$ cat src/rtl/bc_reg_pkg.sv
// Shared definitions for the basic-computer register family: operation select
// encodings and the standard datapath widths.
package bc_reg_pkg;

  localparam int unsigned BC_WORD_W = 16;
  localparam int unsigned BC_ADDR_W = 12;

  localparam int unsigned OP_W = 3;
  typedef logic [OP_W-1:0] op_sel_t;

  localparam op_sel_t OP_HOLD = 3'd0;
  localparam op_sel_t OP_CLR  = 3'd1;
  localparam op_sel_t OP_LD   = 3'd2;
  localparam op_sel_t OP_INR  = 3'd3;
  localparam op_sel_t OP_SHL  = 3'd4;
  localparam op_sel_t OP_SHR  = 3'd5;

  // True when an increment from the current value rolls over to zero.
  function automatic logic will_wrap(input op_sel_t op, input logic all_ones);
    return (op == OP_INR) && all_ones;
  endfunction

endpackage

$ cat src/rtl/bc_reg_bit.sv
// One bit slice of the multifunction register: synchronous-reset flop with a
// complement output taken from the same storage bit.
module bc_reg_bit (
  input  logic clk,
  input  logic reset,
  input  logic rst_val,
  input  logic d,
  output logic q,
  output logic qbar
);

  always_ff @(posedge clk) begin
    if (reset) begin
      q <= rst_val;
    end else begin
      q <= d;
    end
  end

  // Derived from q itself so the complement can never lag the true output.
  assign qbar = ~q;

endmodule

$ cat src/rtl/bc_multifunc_register.sv
// WIDTH-bit clear/load/increment register with registered wrap flag.
// Optional serial shift left/right when BC_REG_SHIFT_EN is defined.
module bc_multifunc_register
  import bc_reg_pkg::*;
#(
  parameter int unsigned WIDTH       = BC_WORD_W,
  parameter logic [31:0] RESET_VALUE = 32'h0
) (
  input  logic             clk,
  input  logic             reset,
  input  logic             reg_clr,
  input  logic             reg_ld,
  input  logic             reg_inr,
  input  logic [WIDTH-1:0] reg_in,
`ifdef BC_REG_SHIFT_EN
  input  logic             reg_shl,
  input  logic             reg_shr,
  input  logic             reg_sin,
  output logic             reg_sout,
`endif
  output logic [WIDTH-1:0] reg_out,
  output logic [WIDTH-1:0] reg_out_bar,
  output logic             reg_zero,
  output logic             reg_wrap
);

  localparam logic [WIDTH-1:0] RstVal = RESET_VALUE[WIDTH-1:0];

  op_sel_t          op_sel;
  logic [WIDTH-1:0] reg_nxt;
  logic             wrap_d;
  logic             wrap_q;

  // Reset is applied inside the storage flops, so it is not part of this encoder.
  always_comb begin
    op_sel = OP_HOLD;
    if (reg_clr) begin
      op_sel = OP_CLR;
    end else if (reg_ld) begin
      op_sel = OP_LD;
    end else if (reg_inr) begin
      op_sel = OP_INR;
`ifdef BC_REG_SHIFT_EN
    end else if (reg_shl) begin
      op_sel = OP_SHL;
    end else if (reg_shr) begin
      op_sel = OP_SHR;
`endif
    end
  end

  always_comb begin
    reg_nxt = reg_out;
    case (op_sel)
      OP_CLR:  reg_nxt = '0;
      OP_LD:   reg_nxt = reg_in;
      OP_INR:  reg_nxt = WIDTH'(reg_out + 1'b1);
`ifdef BC_REG_SHIFT_EN
      OP_SHL:  reg_nxt = {reg_out[WIDTH-2:0], reg_sin};
      OP_SHR:  reg_nxt = {reg_sin, reg_out[WIDTH-1:1]};
`endif
      default: reg_nxt = reg_out;
    endcase
  end

  for (genvar i = 0; i < WIDTH; i++) begin : g_bit
    bc_reg_bit u_bit (
      .clk     (clk),
      .reset   (reset),
      .rst_val (RstVal[i]),
      .d       (reg_nxt[i]),
      .q       (reg_out[i]),
      .qbar    (reg_out_bar[i])
    );
  end

  assign wrap_d = will_wrap(op_sel, &reg_out);

  always_ff @(posedge clk) begin
    if (reset) begin
      wrap_q <= 1'b0;
    end else begin
      wrap_q <= wrap_d;
    end
  end

  assign reg_wrap = wrap_q;
  assign reg_zero = (reg_out == '0);

`ifdef BC_REG_SHIFT_EN
  logic sout_q;

  // Serial output keeps the bit shifted out until the next shift.
  always_ff @(posedge clk) begin
    if (reset) begin
      sout_q <= 1'b0;
    end else if (op_sel == OP_SHL) begin
      sout_q <= reg_out[WIDTH-1];
    end else if (op_sel == OP_SHR) begin
      sout_q <= reg_out[0];
    end
  end

  assign reg_sout = sout_q;
`endif

endmodule

$ cat config.mk
export PLATFORM = sky130hd
export DESIGN_NAME = bc_multifunc_register
export DESIGN_NICKNAME = d
export VERILOG_FILES = /design/src/rtl/bc_reg_pkg.sv /design/src/rtl/bc_reg_bit.sv /design/src/rtl/bc_multifunc_register.sv
export SDC_FILE = /design/constraint.sdc
export NUM_CORES = 1
export LEC_CHECK = 0
export CORE_AREA = 2 2 88 48
export DETAILED_ROUTE_END_ITERATION = 7
export DIE_AREA = 0 0 90 50
export MAX_ROUTING_LAYER = met4
export PLACE_DENSITY = 0.67
export SLEW_MARGIN = 20
export SYNTH_ARGS = -nofsm -noshare
export SYNTH_HDL_FRONTEND = slang
export SYNTH_SLANG_ARGS = --single-unit
$ cat constraint.sdc
create_clock -name clk -period 3.7 [get_ports clk]
set_input_delay 1.11 -clock clk [delete_from_list [all_inputs] [get_ports clk]]
set_output_delay 1.11 -clock clk [all_outputs]
set_load 0.01 [all_outputs]
==> metrics, run 1 <==
final count of hold timing violations 0; total power ~0.00045 W; RD Place Congestion just over 0.8; post-synthesis mux area share 0.798%; clock buffer depth 2; layout cell share with drive strength beyond 1 5.38%; unrepaired setup endpoints after global routing false; Slew Limit Headroom 66.1%; critical path capture point type output pin; synth top area cells dfxtp_1 (27%), buf_4 (19%), xnor2_1 (9.8%), a21oi_1 (5.2%), inv_1 (4.8%); largest family of logic cells by synthesized area buffers and inverters; GR Util All Layers 15.6%; Placement Rows 16; post-CTS sizing 0; element type at the critical path start flop; status complete, no violations; CTS sink cnt 17; hold path depth 2; fraction of the cycle the final worst path needs 82.0%; first-pass GRT wire length 5280 µm; Worst R2R Path Depth 5; Clock Pin Slew Worst Setup and Hold Paths approximately 60 ps; Worst-Margin Slew between 500 and 600 ps; via count 1,142; Post-DP HPWL 2590 µm; Nets 210; CP max FO 6; Synth Register Bits 17; number of buffers created by CTS 3; CTS tree yes; cts hold-fix bufs 0; vias in the first global route 1,032; Initial Util 33.7%; Die H 50 µm; post-CTS setup buffer count 0; leakage 0.552 nW; die area about 4500 µm²; critical path arrival 1930 ps; Cell Area, Synth 1250 µm²; Crit Path Class reg2out; chip width 90 µm; xor/xnor share of the synthesized area under 10%; ANT cells 0; syn avg cell area 7.74 µm²; IO Count 55; Syn Inst Count 162; max_cap viols 0; Initial DRC Count 46; Yosys top cell area share 27.1%; cell area power density 267 nW/µm²; Slew Viols, Final 0; min-delay worst type reg2reg; initial antenna violation count 0; Clock Skews about 4.3 ps; worst reg-to-reg setup slack 1970 ps; H-Tree Depth 1; core area 3720 µm²; simple-gate share of the synthesized area 22.8%; Post-Route WL approximately 3400 µm; synth unique cells 31; largest net degree at the start of global routing 20; worst r2r src g_bit[1].u_bit.q$_SDFFE_PP0P_; Synth warnings 0; Setup-failing EPs final 0; PortBufs 54; WP data required 2590 ps; setup tns final 0 ps; Yosys top cell by area dfxtp_1; final antenna-violating net count 0; RR Endpoint g_bit[6].u_bit.q$_SDFFE_PP0P_; Final Critical Period 3040 ps; hold path endpoint reg_wrap$_SDFF_PP0_; Synth Area in Compound Gates 11.6%; Fmax about 330 MHz; VDD IR max 0.0893 mV; drt pass-1 iters 5; pre-CTS WS around 730 ps; clk root buf clkbuf_8; Layout fillers 397; Synth Area in Adders ~2.0%; Seq/Total Area, Yosys 27.1%; grt ovf 0; drt wl/cell roughly 14 µm; synthesized net count 185; hold path start g_bit[15].u_bit.q$_SDFFE_PP0P_; Vias per Instance 4.76; clock latency at the later pin of the worst-skew pair approximately 250 ps; Area growth, synth to finish 33.0%; remaining routing DRC violations 0; setup ws final 664 ps
## area by class of cell
type                       count  area [µm²]  share of cell area [%]
clock buffer                   4        45.0                    2.70
inverter                      17        63.8                    3.83
multi-input combinational     91         588                    35.3
sequential                    17         340                    20.4
tap                           54        67.6                    4.05
timing repair buffer          57         563                    33.8
## routing by layer
layer | share of wire [%] | global-route usage [%] | routed length (µm) | up-vias
li1 | - | - | - | 568
met1 | 56 | 25.1 | 1890 | 504
met2 | 34 | 17.0 | 1150 | 68
met3 | 9.6 | 5.81 | 326 | 2
met4 | 0.24 | 2.31 | 8 | 0
met5 | 0 | - | 0 | -
## synthesized netlist by cell type
library cell / instances
a211oi_1: 1
inv_1: 16
a21oi_1: 13
o221ai_1: 1
nand2b_1: 1
nor2b_1: 1
clkinv_1: 1
nor2_1: 10
o211a_1: 1
clkbuf_1: 3
nor4_1: 6
buf_4: 32
o21ai_0: 7
nand3_1: 1
nor3_1: 10
or2_2: 1
nand4_4: 1
nand4_1: 6
or3_4: 1
xnor2_1: 14
or2_0: 1
or4_1: 2
nor4b_1: 1
mux2i_1: 1
buf_2: 2
dfxtp_1: 17
nand4_2: 1
o22ai_1: 3
and4_1: 1
ha_1: 2
nand2_1: 4
## critical path, stage by stage, from the launching register on
cell and delay, ps:
dfxtp_1 370, inv_1 110, ha_1 170, nor4b_1 240, and4_1 250, clkdlybuf4s50_1 540
## worst max-delay path by stage
stage | start | end | slack [ps]
final | g_bit[0].u_bit.q$_SDFFE_PP0P_ | reg_zero | 660
after global routing | g_bit[0].u_bit.q$_SDFFE_PP0P_ | reg_zero | 560
after CTS | g_bit[0].u_bit.q$_SDFFE_PP0P_ | reg_zero | 680
after detailed placement | reg_inr | g_bit[6].u_bit.q$_SDFFE_PP0P_ | 730
after global placement | reg_inr | g_bit[6].u_bit.q$_SDFFE_PP0P_ | 800
after floorplan | reg_clr | g_bit[15].u_bit.q$_SDFFE_PP0P_ | 1440
## through the flow
step	hold WS (ps)	cells	utilization, %	area [µm²]
finish	590	240	44.8	1670
global route	594	240	44.8	1670
CTS	574	240	44.8	1670
detailed placement	562	236	43.6	1620
global placement	557	236	43.6	1620
floorplan	491	162	-	1250
## registers in the layout (all words and copies together) (netlist names)
signal         flops
g_bit.u_bit.q     16
reg_wrap           1
## report_power, final
group / total, W / switching [W] / internal, W
clock: 0.000139 / 0.0000622 / 0.0000764
combinational: 0.000103 / 0.0000415 / 0.0000610
sequential: 0.000204 / 0.0000139 / 0.000190
## cells in the final DEF, fill, tap and decap left out, drive strengths merged
cell type	Yosys	layout
inv	16	16
nand4	8	8
nor4b	1	1
a211oi	1	1
o211a	1	1
or4	2	2
mux2i	1	1
and4	1	1
nand2b	1	1
clkinv	1	1
xnor2	14	14
nand2	4	4
o221ai	1	1
clkdlybuf4s50	0	54
nor2b	1	1
or3	1	1
nor3	10	10
dfxtp	17	17
o22ai	3	3
or2	2	2
buf	34	3
nor4	6	6
ha	2	2
o21ai	7	7
nand3	1	1
nor2	10	10
clkbuf	3	4
a21oi	13	13
## kinds of logic (layout without fill, tap and decap cells)
group	count (synthesis)	after routing
AO/OA/AOI/OAI	26	26
XOR/XNOR	14	14
adder cells (fa/ha/maj)	2	2
buffers and inverters	54	78
flip-flops	17	17
multiplexers	1	1
AND/OR/NAND/NOR	48	48
Power figures use the tool's default switching activity.
==> run 2, diff against run 1 <==
PLACE_DENSITY = 0.69   (was 0.67)
clock period = 2.73 ns   (was 3.7 ns; I/O delays follow)
==> metrics, run 2 (synthesis gave the netlist of run 1 again) <==
status complete, no violations; min-delay worst type reg2reg; cell area power density around 360 nW/µm²; switching share of power 27.4%; via count 1,164; critical path capture point type output pin; Initial Util 33.7%; largest net degree at the start of global routing 19; number of buffers created by CTS 3; multi-input logic area ~600 µm²; WP data required 1910 ps; met2 Usage GRT 20.4%; Biggest register g_bit.u_bit.q; Placement Rows 16; chip width 90 µm; CP peak stage delay 360 ps; Nets 214; CTS sink cnt 17; Post-DP HPWL 2670 µm; unrepaired setup endpoints after global routing false; total power 0.000613 W; final antenna-violating net count 0; Worst-Margin Slew 352 ps; Initial DRC Count 81; Vias per Instance approximately 4.8; Sw Pwr roughly 0.00017 W; P_int 0.000445 W; remaining routing DRC violations 0; met1 Track Usage GR 21.8%; max_cap viols 0; die area 4500 µm²; drt pass-1 iters 4; clk root buf clkbuf_8; Seq. cell area 340 µm²; clock buffer depth 2; commonest cells after routing, fill and taps aside clkdlybuf4s50_1 (53), dfxtp_1 (17), inv_1 (16); core area 3720 µm²; Crit Path Class reg2out; leakage between 0.5 and 0.6 nW; Clock Pin Slew Worst Setup and Hold Paths 70 ps; fraction of the cycle the final worst path needs 84.6%; Util after Layout 45.9%; layout cell share with drive strength beyond 1 8.42%; critical path arrival between 1000 and 1500 ps; Buffers & Inverters on Critical Path 2; drt wl/cell 13.9 µm; met3 usage 5.96%; H-Tree Depth 1; Area growth, synth to finish 36.2%; IO Count 55; Die H 50 µm; setup tns final 0 ps; vias in the first global route 1,016; max FFs per register 16; CTS tree yes; Worst Hold Slack 579 ps; VDD IR max 0.164 mV; ANT cells 0; Layout fillers 384; Final Critical Period 2310 ps; global route hottest layer met1; PortBufs 54; CP top delay family simple AND/OR/NAND/NOR gates; commonest non-fill, non-tap cell in the layout clkdlybuf4s50_1; element type at the critical path start flop; clock share of power 31.7%; Fmax 433 MHz; RD Place Congestion 0.852; cts hold-fix bufs 0; Gate power share 23.8%; Slowest cell on crit path dfxtp_1; GR Util All Layers 15.2%; Slew Limit Headroom 76.3%; Setup-failing EPs final 0; Slew Viols, Final 0; CP Cell Sequence inv_1, ha_1, nor4b_2, and4_1, dlymetal6s2s_1; grt ovf 0; final count of hold timing violations 0; initial antenna violation count 0; Finished Layout Cells 244; Post-Route WL 3400 µm; first-pass GRT wire length 5240 µm; clock latency at the later pin of the worst-skew pair ~260 ps; CP max FO 6; Clock Skews around 5.6 ps; sequential share of power 44.5%; Cells after DPL 240
run 2: power by group through the flow:
| stage | logic (W) | registers [W] | clock network (W) |
|---|---|---|---|
| 6_report | 0.000146 | 0.000273 | 0.000194 |
| 5_1_grt | 0.000157 | 0.000274 | 0.000212 |
| 4_1_cts | 0.000147 | 0.000273 | 0.000202 |
| 3_5_place_dp | 0.000145 | 0.000278 | 0 |
| 3_3_place_gp | 0.000145 | 0.000278 | 0 |
| 2_1_floorplan | 0.0000816 | 0.000275 | 0 |
run 2: metrics by stage:
| step | worst slack, ps | cell area (µm²) |
|---|---|---|
| after detailed placement | 194 | 1650 |
| after global routing | 363 | 1710 |
| after floorplan | 764 | 1250 |
| after CTS | 45.6 | 1710 |
| after global placement | 259 | 1650 |
| final | 421 | 1710 |
run 2: final cells by class:
class,count,area share (%)
flip-flops and latches,17,19.9
clock buffers,3,2.42
clock inverters,1,0.293
inverters,17,3.74
multi-input cells,91,34.8
repair buffers,61,34.9
well taps,54,3.96
run 2: what timing repair did:
item | 4_1_cts | 5_1_grt
endpoints found under the hold margin | 0 | 0
endpoints found under the setup margin | 1 | 1
resized for setup | 1 | 1
buffers inserted | 0 | 0
run 2: worst register-to-register path: cells and delay by family (launching register included):
kind	cells	cell delay, ps
and+or+nand+nor	3	1030
AOI/OAI and AO/OA	1	90
DFF	1	490
run 2: layer usage:
| layer | wire [µm] | part of all wire, % |
|---|---|---|
| met2 | 1350 | 40 |
| met1 | 1710 | 50 |
| met3 | 331 | 9.7 |
| met5 | 0 | 0 |
| met4 | 8 | 0.24 |
run 2: path summary, 6_finish.rpt:
check | start | slack, ps | cells past startpoint | to
setup / recovery | g_bit[1].u_bit.q$_SDFFE_PP0P_ | 420 | 5 | reg_zero
hold / removal | g_bit[15].u_bit.q$_SDFFE_PP0P_ | 580 | 2 | reg_wrap$_SDFF_PP0_
setup reg to reg | g_bit[8].u_bit.q$_SDFFE_PP0P_ | 1040 | 4 | g_bit[15].u_bit.q$_SDFFE_PP0P_
hold reg to reg | g_bit[15].u_bit.q$_SDFFE_PP0P_ | 580 | 2 | reg_wrap$_SDFF_PP0_
==> run 3, diff against run 2 <==
clock period = 2 ns   (was 2.73 ns; I/O delays follow)
==> metrics, run 3 (synthesis gave the netlist of run 1 again) <==
status complete, no violations; Biggest register g_bit.u_bit.q; unrepaired setup endpoints after global routing true; final count of hold timing violations 0; CP Cell Sequence buf_4, inv_1, clkdlybuf4s50_1; Nets 234; vias in the first global route 1,178; commonest cells after routing, fill and taps aside clkdlybuf4s50_1 (46), buf_4 (28), inv_1 (14), xnor2_1 (14), dfxtp_1 (14); PortBufs 54; clock latency at the later pin of the worst-skew pair ~250 ps; Vias per Instance 4.70; die area between 4000 and 5000 µm²; number of buffers created by CTS 3; final antenna-violating net count 0; via count 1,242; cell area power density 457 nW/µm²; core area approximately 3700 µm²; max_cap viols 0; min-delay worst type reg2reg; Initial Util 33.7%; element type at the critical path start flop; leakage between 0.6 and 0.7 nW; Initial DRC Count 30; first-pass GRT wire length 5850 µm; ANT cells 0; clock buffer depth 2; CTS tree yes; clk root buf clkbuf_8; Cells after DPL 260; Slowest cell on crit path clkdlybuf4s50_1; Placement Rows 16; Area growth, synth to finish 50.2%; drt wl/cell 13.9 µm; critical path capture point type output pin; fraction of the cycle the final worst path needs 97.5%; Worst-Margin Slew roughly 310 ps; setup tns final 0 ps; Setup-failing EPs final 0; pre-CTS WS -314 ps; Post-DP HPWL 2910 µm; CP top delay family buffers and inverters; grt ovf 0; RD Place Congestion 0.813; VDD IR max 0.181 mV; Fmax 513 MHz; CP max FO 4; Post-Route WL 3660 µm; Slew Viols, Final 0; critical path arrival 1350 ps; Buffers & Inverters on Critical Path 3; largest net degree at the start of global routing 19; WP data required approximately 1400 ps; total power around 0.00086 W; final instance area between 1500 and 2000 µm²; Clock Skews 6.19 ps; setup ws final 49.9 ps; layout cell share with drive strength beyond 1 20.5%; CTS sink cnt 17; Layout fillers 381; Placed Area about 1800 µm²; commonest non-fill, non-tap cell in the layout clkdlybuf4s50_1; Final Critical Period 1950 ps; CP peak stage delay 550 ps; H-Tree Depth 1; GR Util All Layers 17.1%; drt pass-1 iters 4; IO Count 55; remaining routing DRC violations 0; max FFs per register 16; Slew Limit Headroom 79.1%; initial antenna violation count 0; Crit Path Class reg2out; chip width 90 µm; Die H 50 µm; Clock Pin Slew Worst Setup and Hold Paths 70 ps; Finished Layout Cells ~260
==> run 3: cell count changes in the layout (fill, tap and decap cells not counted), sizes merged <==
| cell | previous run | this run |
|---|---|---|
| buf | 7 | 29 |
| clkbuf | 3 | 4 |
| clkdlybuf4s50 | 53 | 46 |
| clkinv | 2 | 1 |
| dlygate4sd2 | 0 | 1 |
| dlymetal6s2s | 1 | 5 |
==> run 3: stage by stage <==
| stage | hold WS, ps | utilization [%] |
|---|---|---|
| final | 661 | 50.6 |
| after global routing | 674 | 50.6 |
| after CTS | 659 | 49.7 |
| after detailed placement | 620 | 48.4 |
| after global placement | 622 | 48.4 |
| after floorplan | 491 | - |
==> run 3: worst min-delay path, stage by stage, from the launching register on <==
cell     delay (ps)
dfxtp_2         340
buf_4           160
nand4_1          70
nor4_1           50
==> run 3: routing by layer <==
metal | GRT usage (%) | part of all wire, % | wire (µm) | vias to the layer above
met5 | - | 0 | 0 | -
met4 | 2.31 | 0.16 | 6 | 0
met3 | 5.81 | 8.3 | 303 | 3
met2 | 23.3 | 40 | 1480 | 49
met1 | 24.5 | 51 | 1870 | 568
li1 | - | - | - | 622
==> run 3: path summary, 6_finish.rpt <==
| kind | cells after the start | slack [ps] | start | to |
|---|---|---|---|---|
| worst max-delay path | 3 | 50 | g_bit[11].u_bit.q$_SDFFE_PP0P_ | reg_out_bar[11] |
| worst min-delay path | 3 | 660 | g_bit[2].u_bit.q$_SDFFE_PP0P_ | reg_wrap$_SDFF_PP0_ |
| worst max register to register | 5 | 330 | g_bit[9].u_bit.q$_SDFFE_PP0P_ | g_bit[15].u_bit.q$_SDFFE_PP0P_ |
| worst min register to register | 3 | 660 | g_bit[2].u_bit.q$_SDFFE_PP0P_ | reg_wrap$_SDFF_PP0_ |
==> run 3: area by class of cell <==
| type | instances | area (µm²) | share of cell area (%) |
|---|---|---|---|
| Timing Repair Buffer | 81 | 747 | 39.7 |
| Multi-Input combinational cell | 91 | 616 | 32.7 |
| Sequential cell | 17 | 344 | 18.3 |
| Tap cell | 54 | 67.6 | 3.59 |
| Inverter | 17 | 63.8 | 3.39 |
| Clock buffer | 4 | 45.0 | 2.39 |
==> run 3: what timing repair did <==
action | in CTS | in global routing
hold buffers | 0 | 0
pin swaps | 1 | 2
cloned | 0 | 0
setup buffers | 0 | 1
resized for setup | 7 | 13
endpoints found under the setup margin | 1 | 8
==> run 3: report_power, final <==
group          switching [W]  total [W]  leakage, nW  internal [W]
registers         0.00000881   0.000361        0.140      0.000352
logic               0.000102   0.000238        0.530      0.000136
clock network       0.000121   0.000262       0.0228      0.000142
total               0.000231   0.000861        0.693      0.000630
==> RTL edit 1: new RTL, flow settings as in run 2 <==
`BC_WORD_W`: 16 -> 12.
--- a/src/rtl/bc_reg_pkg.sv
+++ b/src/rtl/bc_reg_pkg.sv
@@ -2,7 +2,7 @@
 // encodings and the standard datapath widths.
 package bc_reg_pkg;
 
-  localparam int unsigned BC_WORD_W = 16;
+  localparam int unsigned BC_WORD_W = 12;
   localparam int unsigned BC_ADDR_W = 12;
 
   localparam int unsigned OP_W = 3;
Ports: changed (resized reg_in, reg_out and reg_out_bar); port bits go from 55 to 43. The function was not compared with the original's and may differ.
==> RTL edit 1 against run 2 <==
Final cell count decreased by 17%. Register-to-register slack improved by 0.24 ns. Design area decreased by 22%. Sequential cell count decreased by 4. Maximum frequency decreased by 12%. Count of clock-buffer cells in the layout increased by 1. Routed wire length decreased by 23%. Area after synthesis decreased by 21%. Power decreased by 19%. Worst setup slack got worse by 0.30 ns. Global-route usage decreased by 3.1 points. Die area unchanged.
==> RTL edit 1: results (changes against run 2) <==
run_status:
  status: "completed"  # unchanged
global_routing:
  antenna_found_initial: 0  # unchanged
  grtUsageTotal: 0.120  # was 0.152
  grt_first_pass_wirelength_microns: 4130  # was 5240 microns
  met2_usage: 0.163  # was 0.204
  met1_usage: 0.170  # was 0.218
  grt_max_degree: 16  # was 19
  gr-usage-met3: 0.0535  # was 0.0596
  grt_pass1_vias: 827  # was 1016
setup_path:
  cp.arrival_ns: 1.79  # was 1.49 ns
  cp_max_fo: 4  # was 6
cells_and_area:
  largest_register_ffs: 12  # was 16
  antenna_cells: 0  # unchanged
  num-nets-final: 168  # was 214
  drive_gt1_frac: 0.0541  # was 0.0842
  fillers: 407  # was 384
logic_synthesis:
  seq_area_frac_synth: 0.262  # was 0.271
  synthTopCellsByArea: "dfxtp_1, buf_4, xnor2_1"  # unchanged
  synth_common_cells: "buf_4, nor3_1, inv_1"  # was buf_4, dfxtp_1, inv_1
  synth_cell_type_count: 26  # was 31
  syn_inst: 129  # was 162
  syn-num-nets: 148  # was 185
cts:
  clock_latency_ns: 0.24  # was 0.26 ns
  cts_resized: 0  # was 1
routing:
  drt-total-wl_microns: 2610  # was 3400 microns
  drt_iter0_markers: 32  # was 81
  vias_per_cell: 4.35  # was 4.77
  avgRoutedWirePerCell_microns: 12.9  # was 13.9 microns
  drt_pass1_iterations: 4  # unchanged
placement:
  dp_hpwl_microns: 2100  # was 2670 microns
  pre_cts_ws_ns: 0.373  # was 0.194 ns
  place.gp.congestion: 0.761  # was 0.852
  port_buffers: 42  # was 54
power_and_ir_drop:
  ir_worst_vdd_v: 0.000146  # was 0.000164 V
  p_leak_nw: 0.453  # was 0.593 nW
sta:
  slew-limit-headroom: 0.792  # was 0.763
  finClkSkew_ns: 0.00552  # was 0.00563 ns
RTL edit 1: critical path: stages, from the launching register on:
cell	delay (ns)
dfxtp_1	0.36
nor4_1	0.29
nand4_1	0.12
nor4_1	0.18
clkdlybuf4s50_1	0.59
RTL edit 1: kinds of logic after synthesis:
kind of cell / count (synthesis) / synth area share
buffers and inverters: 43 / 0.256
adder cells (fa/ha/maj): 2 / 0.0252
flip-flops: 13 / 0.262
AND/OR/NAND/NOR: 41 / 0.242
AO/OA/AOI/OAI: 18 / 0.107
multiplexers: 1 / 0.0101
XOR/XNOR: 11 / 0.0971
RTL edit 1: worst paths after layout:
check,from,end,slack [ns],depth (start not counted)
setup / recovery,g_bit[6].u_bit.q,reg_zero,0.12,4
setup reg to reg,g_bit[0].u_bit.q,g_bit[6].u_bit.q,1.28,5
hold / removal,g_bit[11].u_bit.q,reg_wrap,0.55,2
hold reg to reg,g_bit[11].u_bit.q,reg_wrap,0.55,2
RTL edit 1: final cells by class:
cell class	count	area [sq um]	share of cell area
repair buffers	44	435	0.325
flip-flops and latches	13	260	0.194
well taps	54	67.6	0.0505
clock buffers	4	45.0	0.0336
multi-input cells	73	478	0.357
inverters	14	52.6	0.0393
RTL edit 1: routing by layer:
layer | up-vias | part of all wire
li1 | 449 | -
met1 | 402 | 0.57
met2 | 26 | 0.36
met3 | 2 | 0.058
met4 | 0 | 0.0038
met5 | - | 0
RTL edit 1: per-stage QoR:
stage | hold slack (ns) | area [sq um]
2_1_floorplan | 0.495 | 992
3_3_place_gp | 0.548 | 1290
3_5_place_dp | 0.545 | 1290
4_1_cts | 0.552 | 1340
5_1_grt | 0.595 | 1340
6_report | 0.549 | 1340
RTL edit 1: power breakdown:
| group | total (W) | internal, W | leakage [nW] | switching [W] |
|---|---|---|---|---|
| clock network | 0.000176 | 0.000103 | 0.0228 | 0.0000729 |
| logic | 0.000114 | 0.0000660 | 0.325 | 0.0000483 |
| registers | 0.000208 | 0.000197 | 0.106 | 0.0000118 |
| total | 0.000499 | 0.000366 | 0.453 | 0.000133 |
==> RTL edit 2: new RTL, flow settings as in run 2 <==
Made on the original files. The output `reg_wrap` loses its register stage (`wrap_q` becomes a continuous assignment).
--- a/src/rtl/bc_multifunc_register.sv
+++ b/src/rtl/bc_multifunc_register.sv
@@ -76,13 +76,7 @@
 
   assign wrap_d = will_wrap(op_sel, &reg_out);
 
-  always_ff @(posedge clk) begin
-    if (reset) begin
-      wrap_q <= 1'b0;
-    end else begin
-      wrap_q <= wrap_d;
-    end
-  end
+  assign wrap_q = wrap_d;
 
   assign reg_wrap = wrap_q;
   assign reg_zero = (reg_out == '0);
Behaviour: not the same (Yosys sat finds a counterexample within 4 cycles, from zero or initial values and one cycle with reset high).
==> RTL edit 2 against run 2 <==
Clock skew decreased by 0.0023 ns. Sequential cell count shrank 1. Largest power group unchanged. Clock power decreased by 9%. First-iteration DRC count increased by 20%. Highest routed layer unchanged. Via count grew 7.6%. Sequential power fell by 8.4%. Core utilization rose by 3.2 points. Routed wire length increased by 8.2%. Critical path type is now primary input to output port. Power shrank 4.2%. Final cell count increased by 8.2%. Area after synthesis is 3.0% higher. Count of clock-buffer cells in the layout stayed put. Worst setup slack worse by 0.34 ns. Design area increased by 7.0%.
==> RTL edit 2: results (changes against run 2) <==
run_status:
  status: "completed"  # unchanged
routing:
  avgRoutedWirePerCell_microns: 13.9  # about the same
  dr_wl_met2_microns: 1250  # was 1350 microns
  vias_per_cell: 4.74  # was 4.77
  wl_met1_microns: 2010  # was 1710 microns
  met3_length_microns: 397  # was 331 microns
  drt_iter0_markers: 97  # was 81
  top_layer: "met4"  # unchanged
global_routing:
  met2_usage: 0.212  # was 0.204
  gr-usage-met3: 0.0596  # unchanged
  grtUsageTotal: 0.174  # was 0.152
  grt_pass1_vias: 1150  # was 1016
  grt_first_pass_wirelength_microns: 5920  # was 5240 microns
  grt_max_degree: 19  # unchanged
  met1_usage: 0.268  # was 0.218
  antenna_found_initial: 0  # unchanged
cts:
  clock_latency_ns: 0.25
  clockBufferDepth: 2  # unchanged
  clk_pin_slew_worst_paths_ns: 0.06
  postCtsSetupBuffers: 0  # unchanged
  cts_resized: 5  # was 1
  cts_buffers: 3  # unchanged
  clockRootBuffer: "clkbuf_8"  # unchanged
setup_path:
  crit_start: "reg_inr"  # was g_bit[1].u_bit.q
  r2r_end: "g_bit[10].u_bit.q"  # was g_bit[15].u_bit.q
  cp.arrival_ns: 1.83  # was 1.49 ns
  reg2reg_from: "g_bit[0].u_bit.q"  # was g_bit[8].u_bit.q
  rrSetupSlack_ns: 1.25  # was 1.04 ns
  cp_max_fo: 2  # was 6
  cp-endpoint: "reg_wrap"  # was reg_zero
  rr_worst_depth: 6  # was 4
cells_and_area:
  num-nets-final: 235  # was 214
  top_regs: "g_bit.u_bit.q: 16 flops"
  drive_gt1_frac: 0.157  # was 0.0842
  antenna_cells: 0  # unchanged
logic_synthesis:
  synth_cell_type_count: 33  # was 31
  synthTopCellsByArea: "dfxtp_1, buf_4, xnor2_1"  # unchanged
  synth.area.mux_share: 0.00775  # was 0.00798
  ys_warn_count: 0  # unchanged
  synth_common_cells: "buf_4, inv_1, dfxtp_1"  # was buf_4, dfxtp_1, inv_1
  yosys.area_share.adder: 0.0194  # was 0.0200
  synth_compound_area_frac: 0.129  # was 0.116
  synth-xor-area-share: 0.0882  # was 0.0978
  ys_async_sr_fraction: 0  # unchanged
  syn-num-nets: 194  # was 185
  seq_area_frac_synth: 0.248  # was 0.271
placement:
  pre_cts_ws_ns: -0.298  # was 0.194 ns
  port_buffers: 54  # unchanged
  place.gp.congestion: 0.908  # was 0.852
  dp_hpwl_microns: 2950  # was 2670 microns
hold_path:
  hold_path_class: "flop to flop"  # unchanged
power_and_ir_drop:
  p_leak_nw: 0.659  # was 0.593 nW
  ir_worst_vdd_v: 0.000141  # was 0.000164 V
sta:
  slew-limit-headroom: 0.742  # was 0.763
  fmax_ghz: 0.377  # was 0.433 GHz
  finClkSkew_ns: 0.00329  # was 0.00563 ns
[RTL edit 2: through the flow]
stage	hold WS (ns)	total power (W)	instance area, sq um	utilization	instances
after floorplan	0.550	0.000342	1290	-	171
after global placement	0.596	0.000415	1780	0.479	261
after detailed placement	0.603	0.000416	1780	0.479	261
after CTS	0.614	0.000592	1830	0.491	264
after global routing	0.670	0.000619	1830	0.491	264
final	0.627	0.000587	1830	0.491	264
[RTL edit 2: report_power, final]
group | internal [W] | switching, W | total (W)
clock network | 0.0000978 | 0.0000787 | 0.000177
registers | 0.000243 | 0.00000717 | 0.000250
logic | 0.0000909 | 0.0000699 | 0.000161
total | 0.000431 | 0.000156 | 0.000587
[RTL edit 2: worst min-delay path by stage]
stage / from / end / cells after the start
global placement: g_bit[14].u_bit.q / g_bit[15].u_bit.q / 2
CTS: g_bit[14].u_bit.q / g_bit[15].u_bit.q / 2
floorplan: g_bit[14].u_bit.q / g_bit[15].u_bit.q / 2
global route: g_bit[14].u_bit.q / g_bit[15].u_bit.q / 2
finish: g_bit[14].u_bit.q / g_bit[15].u_bit.q / 2
detailed placement: g_bit[14].u_bit.q / g_bit[15].u_bit.q / 2
[RTL edit 2: cells by family (layout without fill, tap and decap cells)]
kind of cell,after synthesis,in the layout
compound gates,25,25
xor+xnor,13,13
fa+ha+maj,2,2
buf+inv,58,97
flops,16,16
mux,1,1
simple gates,56,56
[RTL edit 2: cell type report]
cell class / count / area share
Multi-Input combinational cell: 97 / 0.345
Timing Repair Buffer: 76 / 0.383
Clock buffer: 3 / 0.0226
Sequential cell: 16 / 0.175
Tap cell: 54 / 0.0370
Inverter: 18 / 0.0370
[RTL edit 2: critical path: stages]
cell,delay (ns)
clkdlybuf4s50_1,0.53
nand2_1,0.07
nor4_1,0.23
clkbuf_2,0.19
